## config.mk

```make
export PLATFORM = sky130hd
export DESIGN_NAME = fft_frame_sequencer
export DESIGN_NICKNAME = d
export VERILOG_FILES = /design/src/rtl/fft_frame_sequencer.sv
export SDC_FILE = /design/constraint.sdc
export NUM_CORES = 1
export LEC_CHECK = 0
export CORE_UTILIZATION = 44
export DETAILED_ROUTE_END_ITERATION = 8
export MAX_ROUTING_LAYER = met4
export PLACE_DENSITY_LB_ADDON = 0.1
export SYNTH_ARGS = -nofsm -noshare
export SYNTH_HDL_FRONTEND = slang
export SYNTH_SLANG_ARGS = --single-unit
```

## constraint.sdc

```tcl
create_clock -name clk -period 3.3 [get_ports clk]
set_clock_uncertainty 0.2 [all_clocks]
set_input_delay 0.495 -clock clk [delete_from_list [all_inputs] [get_ports clk]]
set_output_delay 0.495 -clock clk [all_outputs]
set_load 0.02 [all_outputs]
```

## src/rtl/fft_frame_sequencer.sv

```systemverilog
// Frame sequencer for an in-place radix-2 FFT core: loads N samples, waits for the core's done
// signal, then streams all N bins out through a 2-entry skid FIFO with full backpressure.
module fft_frame_sequencer #(
  parameter int unsigned N      = 512,
  parameter int unsigned L_max  = 9,
  parameter int unsigned W      = 24,
  parameter bit          BITREV = 1'b0
) (
  input  logic                    clk,
  input  logic                    rst,
  input  logic                    in_valid,
  output logic                    in_ready,
  input  logic signed [W-1:0]     in_re,
  input  logic signed [W-1:0]     in_im,
  output logic                    fft_initial_en,
  output logic signed [W-1:0]     fft_datain_re,
  output logic signed [W-1:0]     fft_datain_im,
  input  logic                    fft_finish,
  output logic        [L_max-1:0] fft_read_addr,
  input  logic signed [W-1:0]     fft_dataout_re,
  input  logic signed [W-1:0]     fft_dataout_im,
  output logic                    out_valid,
  input  logic                    out_ready,
  output logic signed [W-1:0]     out_re,
  output logic signed [W-1:0]     out_im,
  output logic        [L_max-1:0] out_index,
  output logic                    out_last,
  output logic                    busy
);

  localparam int unsigned       CW      = L_max + 1;
  localparam logic [CW-1:0]     NCnt    = CW'(N);
  localparam logic [L_max-1:0]  LastIdx = L_max'(N - 1);

  typedef enum logic [1:0] {StIdle, StLoad, StWait, StDrain} state_e;

  typedef struct packed {
    logic [W-1:0]     re;
    logic [W-1:0]     im;
    logic [L_max-1:0] idx;
  } entry_t;

  function automatic logic [L_max-1:0] bitrev(input logic [L_max-1:0] a);
    logic [L_max-1:0] r;
    r = '0;
    for (int unsigned i = 0; i < L_max; i++) begin
      r[i] = a[L_max-1-i];
    end
    return r;
  endfunction

  state_e           state_q, state_d;
  logic [CW-1:0]    load_cnt_q, load_cnt_d;
  logic [CW-1:0]    ia_q, ia_d;
  logic             inflight_q;
  logic [L_max-1:0] inflight_idx_q;
  logic [1:0]       fifo_cnt_q, fifo_cnt_d;
  entry_t           head_q, head_d, tail_q, tail_d;

  logic             accept, pop, push, issue;
  logic [L_max-1:0] addr_idx;
  logic [1:0]       slot;
  entry_t           new_entry;

  assign in_ready  = (state_q == StIdle) || ((state_q == StLoad) && (load_cnt_q != NCnt));
  assign busy      = (state_q != StIdle);
  assign out_valid = (fifo_cnt_q != 2'd0);
  assign out_re    = head_q.re;
  assign out_im    = head_q.im;
  assign out_index = head_q.idx;
  assign out_last  = out_valid && (head_q.idx == LastIdx);

  assign accept = in_valid && in_ready;
  assign pop    = out_valid && out_ready;
  assign push   = inflight_q;

  // Occupancy after this cycle's pop, counting the read already in flight, must leave room.
  assign issue = (state_q == StDrain) && (ia_q != NCnt) &&
                 (({1'b0, fifo_cnt_q} + {2'b00, inflight_q}) < (3'd2 + {2'b00, pop}));

  // Once all bins are issued the address freezes on the last one.
  assign addr_idx      = (ia_q == NCnt) ? LastIdx : ia_q[L_max-1:0];
  assign fft_read_addr = BITREV ? bitrev(addr_idx) : addr_idx;

  assign new_entry = '{re: fft_dataout_re, im: fft_dataout_im, idx: inflight_idx_q};

  always_comb begin
    state_d    = state_q;
    load_cnt_d = load_cnt_q;
    ia_d       = ia_q;
    unique case (state_q)
      StIdle, StLoad: begin
        if (accept) begin
          load_cnt_d = load_cnt_q + CW'(1);
          state_d    = (load_cnt_d == NCnt) ? StWait : StLoad;
        end
      end
      StWait: begin
        if (fft_finish) state_d = StDrain;
      end
      StDrain: begin
        if (issue) ia_d = ia_q + CW'(1);
        if (pop && out_last) begin
          state_d    = StIdle;
          ia_d       = '0;
          load_cnt_d = '0;
        end
      end
      default: state_d = StIdle;
    endcase
  end

  // Shift FIFO: a pop moves the tail forward, a push lands behind whatever remains.
  always_comb begin
    head_d     = head_q;
    tail_d     = tail_q;
    fifo_cnt_d = fifo_cnt_q + {1'b0, push} - {1'b0, pop};
    slot       = fifo_cnt_q - {1'b0, pop};
    if (pop) head_d = tail_q;
    if (push) begin
      if (slot == 2'd0) head_d = new_entry;
      else              tail_d = new_entry;
    end
  end

  always_ff @(posedge clk or negedge rst) begin
    if (!rst) begin
      state_q        <= StIdle;
      load_cnt_q     <= '0;
      ia_q           <= '0;
      inflight_q     <= 1'b0;
      inflight_idx_q <= '0;
      fifo_cnt_q     <= '0;
      head_q         <= '0;
      tail_q         <= '0;
      fft_initial_en <= 1'b0;
      fft_datain_re  <= '0;
      fft_datain_im  <= '0;
    end else begin
      state_q        <= state_d;
      load_cnt_q     <= load_cnt_d;
      ia_q           <= ia_d;
      inflight_q     <= issue;
      if (issue) inflight_idx_q <= ia_q[L_max-1:0];
      fifo_cnt_q     <= fifo_cnt_d;
      head_q         <= head_d;
      tail_q         <= tail_d;
      fft_initial_en <= accept;
      if (accept) begin
        fft_datain_re <= in_re;
        fft_datain_im <= in_im;
      end
    end
  end

endmodule

```

=== Word level (Yosys, flattened, before mapping) ===
Cells that the tools add are included.

* Reductions and logical operators: 19
* Magnitude comparators: 1
* Eq/ne operators: 11
* Bitwise logic cells: 1
* Div/mod/pow operators: 0
* Shift-type cells: 0
* $mul: 0
* Multiplexer cells: 14
* Add/sub/neg operators: 7

{| class="wikitable"
|+ Operators by type and width
! kind !! count
|-
| 2-to-1 mux 57 bit || 3
|-
| 2-to-1 mux 10 bit || 4
|-
| adder 10 x 1 -> 10 bit (second input constant) || 2
|-
| == test 10 bit (second input constant) || 2
|-
| inequality test 10 bit (second input constant) || 2
|-
| case mux 10 bit (2 select lines) || 1
|-
| == test 9 bit (second input constant) || 1
|-
| 2-to-1 mux 9 bit || 1
|-
| 2-to-1 mux 2 bit || 4
|-
| nonzero test 2 bit || 4
|-
| logical AND 1 bit || 7
|-
| case mux 2 bit (3 select lines) || 1
|-
| AND reduction 3 bit || 2
|-
| == test 2 bit (second input constant) || 2
|-
| logical NOT 2 bit || 2
|-
| inequality test 2 bit (second input constant) || 2
|-
| AND reduction 2 bit || 2
|-
| subtractor 2 x 1 -> 2 bit || 2
|-
| adder 2 x 1 -> 3 bit || 1
|-
| adder 2 x 1 -> 3 bit (first input constant) || 1
|-
| < comparator 3 bit || 1
|-
| adder 2 x 1 -> 2 bit || 1
|-
| == test 2 x 1 -> 1 bit (second input constant) || 1
|-
| inequality test 2 x 1 -> 1 bit (second input constant) || 1
|-
| other kinds (3) || 3
|}

* RAM bits: 0
* Register bits after elaboration: 197
* Input bits: 101
* Logic and storage cells: 68
* Bits in latches: 0
* Output and inout port bits: 119
* Bits in read-only memories: 0
* Memories kept: 0

=== Depth between registers and ports, before layout ===
Gate-level depths: netlist of run 1.

* Word-level depth: 7
* Depth in mapped cells: 11
* Mapped depth without buffers: 8

=== Worst setup path before layout of run 1 ===
No wires, ideal clock.

* Path kind: register to register
* Start: reg fifo_cnt_q[1]
* End: reg tail_q[25] in the netlist's numbering
* Stages on the path, launching flop included: 11
* Data required time: 2975 ps
* Arrival: 2807 ps
* Library setup time: 125 ps
* Slack: 169 ps
* Cell sequence: dfrtp_1 > o21ai_0 > clkbuf_1 > buf_2 > inv_1 > ha_1 > inv_1 > o21ai_0 > clkbuf_1 > clkbuf_1 > mux2_2

* Word-level cells in the longest chain between the ends: 6

{| class="wikitable"
|+ RTL lines
! item !! line !! RTL
|-
| start: declaration || 57 || <nowiki>logic [1:0] fifo_cnt_q, fifo_cnt_d;</nowiki>
|-
| start signal: assignment || 145 || <nowiki>fifo_cnt_q <= fifo_cnt_d;</nowiki>
|-
| nonzero test 2 bit || 67 || <nowiki>assign out_valid = (fifo_cnt_q != 2'd0);</nowiki>
|-
| logical AND 1 bit || 74 || <nowiki>assign pop = out_valid && out_ready;</nowiki>
|-
| subtractor 2 x 1 -> 2 bit * || 118 || <nowiki>slot = fifo_cnt_q - {1'b0, pop};</nowiki>
|-
| logical NOT 2 bit * || 121 || <nowiki>if (slot == 2'd0) head_d = new_entry;</nowiki>
|-
| NOT 1 bit (no source line) * || n/a ||
|-
| AND reduction 2 bit (no source line) * || n/a ||
|-
| end signal: assignment || 147 || <nowiki>tail_q <= tail_d;</nowiki>
|-
| end: declaration || 58 || <nowiki>entry_t head_q, head_d, tail_q, tail_d;</nowiki>
|}

Mark *: on every way between the ends. The rest lies on a longest branch, timed or not.
A chain may end at the register's enable or synchronous reset.

=== Worst setup path in the final report of run 1 ===
* Start: reg fifo_cnt_q[0]
* End: out out_last

* Word-level cells in the longest chain between the ends: 2

{| class="wikitable"
|+ RTL lines
! item !! line !! RTL
|-
| nonzero test 2 bit || 67 ||
|-
| logical AND 1 bit || 71 || <nowiki>assign out_last = out_valid && (head_q.idx == LastIdx);</nowiki>
|-
| end: declaration || 27 || <nowiki>output logic out_last,</nowiki>
|}

No other way between the ends.

==> flow_summary.json, run 1 <==
{
  "status": "finished clean",
  "routed_wl_mm": 18.9,
  "drtPass1Iterations": 4,
  "vias_per_cell": 5.13,
  "syn_nets": 896,
  "irDropWorstVdd_mv": 0.445,
  "area_delta_synth_final_pct": 36.3,
  "grt_pass1_vias": 6164,
  "finalHoldViolations": 0,
  "synth_area_um2": 8450,
  "setup_viol": 0,
  "core_um2": 18800,
  "synth_top_family_by_area": "multiplexers",
  "rsz0062_at_grt": "no",
  "cts.path.max_buffers": 2,
  "dieArea_um2": 19800,
  "cp-start-kind": "flop",
  "max_slew_margin": 0.331,
  "r2r-end": "load_cnt_q[9]$_DFFE_PN0P_",
  "synth_top_area_frac": 0.583,
  "fp-row-count": 50,
  "final_nets": 1106,
  "synthFlopType": "dfrtp_1",
  "drt-initial-drc-count": 301,
  "port_buffers": 219,
  "yosys.area_share.simple": 0.145,
  "switchingPower_uw": 3910,
  "yosysMostFrequentCell": "nand2_1",
  "crit_start": "fifo_cnt_q[0]$_DFF_PN0_",
  "n_antenna_cell": 0,
  "start_util": 0.450,
  "dr_wl_met2_mm": 8.70,
  "p_sw_frac": 0.367,
  "finalCriticalPeriod_ps": 3090,
  "pwr-share-seq": 0.383,
  "slew_violations": 0,
  "crit_type": "flop to primary output",
  "wl_met1_mm": 8.64,
  "clock-root-buffer": "clkbuf_16",
  "synth_area_leader_cell": "dfrtp_1",
  "clock.fmax_mhz": 324,
  "synthCells": 787,
  "yosys-top-cells-count": "nand2_1 (219), dfrtp_1 (197), o21ai_0 (77), mux2_2 (63), mux2i_1 (57)",
  "grt_pass1_wl_mm": 31.1,
  "dp_hpwl_mm": 12.4,
  "place_congestion": 0.844,
  "drive_gt1_frac": 0.118,
  "grt_max_degree": 79,
  "synth_edf_count": 0,
  "required_ps": 2600,
  "drc_errors": 0,
  "synth.distinct_cells": 46,
  "hold_path.class": "flop to flop",
  "synth_xor_xnor_area_share": 0.00829,
  "path_max_fanout": 6,
  "grt_overflow": 0,
  "avgSynthCellArea_um2": 10.7,
  "synthAdderAreaFrac": 0.0118,
  "place_inst": 1209,
  "p_clk_frac": 0.190,
  "reg2reg_depth": 6,
  "power_density_nw_per_um2": 926,
  "avgRoutedWirePerCell_um": 15.2,
  "crit_end": "out_last",
  "cts_tree": "yes",
  "timing.rr.start": "load_cnt_q[2]$_DFFE_PN0P_",
  "routed.top_layer": "met4",
  "worstSetupEndpointType": "primary output",
  "async_flop_share": 1.00,
  "grt_usage": 0.205,
  "clkSinkCount": 197,
  "via_count": 6382,
  "arrival_ps": 2400,
  "synth-compound-area-share": 0.0740,
  "fin_cells": 1244,
  "clk_latency_ps": 430,
  "yosys_warnings": 0,
  "rrSetupSlack_ps": 670,
  "yosysSeqAreaShare": 0.583,
  "synth.area.top_cells": "dfrtp_1 (58%), nand2_1 (9.7%), mux2_2 (8.4%)",
  "drt.antenna.violating_nets": 0,
  "ys_ff_latch": 197,
  "p_leak_uw": 0.00526,
  "worst_slew_pin_slew_ps": 1000,
  "path_clk_slew_ps": 70,
  "boundaryPins": 220,
  "synthMuxAreaShare": 0.151,
  "wl_met3_mm": 1.38,
  "fin_crit_sh": 0.936,
  "fp.dieW_um": 141,
  "maxCapViolCount": 0,
  "cts_buffers": 17,
  "cts_resized": 0,
  "htree_levels": 4,
  "tns_ps": 0,
  "chipHeight_um": 141,
  "p_int_uw": 6760,
  "antenna_found_initial": 0,
  "comb_power_share": 0.426
}
[layer usage]
| layer | global-route usage | vias up |
|---|---|---|
| li1 | - | 3089 |
| met3 | 0.0639 | 15 |
| met2 | 0.312 | 192 |
| met4 | 0.0561 | 0 |
| met1 | 0.264 | 3086 |
| met5 | - | - |
[stage by stage]
step	utilization	power (uW)	hold WS, ps	area (um2)	worst slack [ps]
finish	0.614	10700	274	11500	210
global route	0.614	11400	302	11500	84.2
CTS	0.613	10800	280	11500	1.66
detailed placement	0.582	8730	261	10900	465
global placement	0.582	8650	256	10900	479
floorplan	-	6640	-0.591	8450	169
[worst max-delay path, stage by stage, from the launching register on]
cell and delay (ps):
dfrtp_1 480, nor2_1 100, or4_1 610, inv_1 150
clkdlybuf4s50_1 620
[registers in the layout, summed over array words and instances (netlist names)]
signal          flops
fft_datain_re      24
fft_datain_im      24
out_im             24
inflight_q          1
state_q             2
ia_q               10
inflight_idx_q      9
out_re             24
out_index           9
load_cnt_q         10
fft_initial_en      1
tail_q             57
fifo_cnt_q          2
[placed cells by master, fill, tap and decap left out, types with 3 or more instances in the layout]
master and n:
xnor2_1 3, or4_1 3, o21ai_0 75, nand2_1 219, inv_8 3, or3_1 4, inv_6 6, clkbuf_16 17
nand3_1 10, o21ai_1 6, mux2i_1 57, ha_1 8, clkdlybuf4s50_1 218, o31ai_1 4, xor2_1 5, nor2_1 20
o21ai_4 3, mux2_2 63, inv_1 11, buf_12 3, nand4_1 10, buf_4 12, nor4_1 3, dfrtp_1 197
a21oi_1 4, nand2b_1 8
[what timing repair did]
| item | in CTS | in global routing |
|---|---|---|
| endpoints found under the hold margin | 72 | 0 |
| hold buffers | 1 | 0 |
| setup buffers | 0 | 2 |
| endpoints found under the setup margin | 0 | 9 |
[cells by family (layout without fill, tap and decap cells)]
kind of cell | after synthesis | count (layout)
xor gates and xnor gates | 8 | 8
DFF | 197 | 197
muxes | 120 | 120
adders and majority gates | 8 | 8
AOI/OAI and AO/OA | 107 | 107
and+or+nand+nor | 291 | 291
buffers and inverters | 56 | 279
[layout make-up]
| type | count | area, um2 |
|---|---|---|
| fillers | 1580 | 7250 |
| flip-flops and latches | 197 | 4930 |
| multi-input cells | 534 | 3330 |
| repair buffers | 235 | 2360 |
| clock buffers | 19 | 433 |
| well taps | 234 | 293 |
| clock inverters | 13 | 138 |
| inverters | 12 | 45.0 |
[power by group through the flow]
stage               sequential, uW  clock [uW]  combinational [uW]
detailed placement            4130           0                4600
global placement              4100           0                4550
global route                  4230        2190                4960
floorplan                     4770           0                1870
finish                        4090        2030                4550
CTS                           4100        2100                4610
[how the worst min path moves through the flow]
stage	start	to	depth (start not counted)
final	fft_datain_re[15]$_DFFE_PN0P_	fft_datain_re[15]$_DFFE_PN0P_	2
after global routing	fft_datain_re[18]$_DFFE_PN0P_	fft_datain_re[18]$_DFFE_PN0P_	2
after global placement	fft_datain_im[5]$_DFFE_PN0P_	fft_datain_im[5]$_DFFE_PN0P_	2
after CTS	fft_datain_re[11]$_DFFE_PN0P_	fft_datain_re[11]$_DFFE_PN0P_	2
after detailed placement	fft_datain_im[8]$_DFFE_PN0P_	fft_datain_im[8]$_DFFE_PN0P_	2
after floorplan	rst	fft_datain_im[0]$_DFFE_PN0P_	0
(Power assumes the default switching activity.)
==> inputs of run 2 (changes only) <==
--- a/config.mk
+++ b/config.mk
@@ -9,6 +9,7 @@
 export DETAILED_ROUTE_END_ITERATION = 8
 export MAX_ROUTING_LAYER = met4
 export PLACE_DENSITY_LB_ADDON = 0.1
+export SLEW_MARGIN = 20
 export SYNTH_ARGS = -nofsm -noshare
 export SYNTH_HDL_FRONTEND = slang
 export SYNTH_SLANG_ARGS = --single-unit
==> results of run 2 <==
No change in the layout: final DEF, timing and power equal those of run 1.
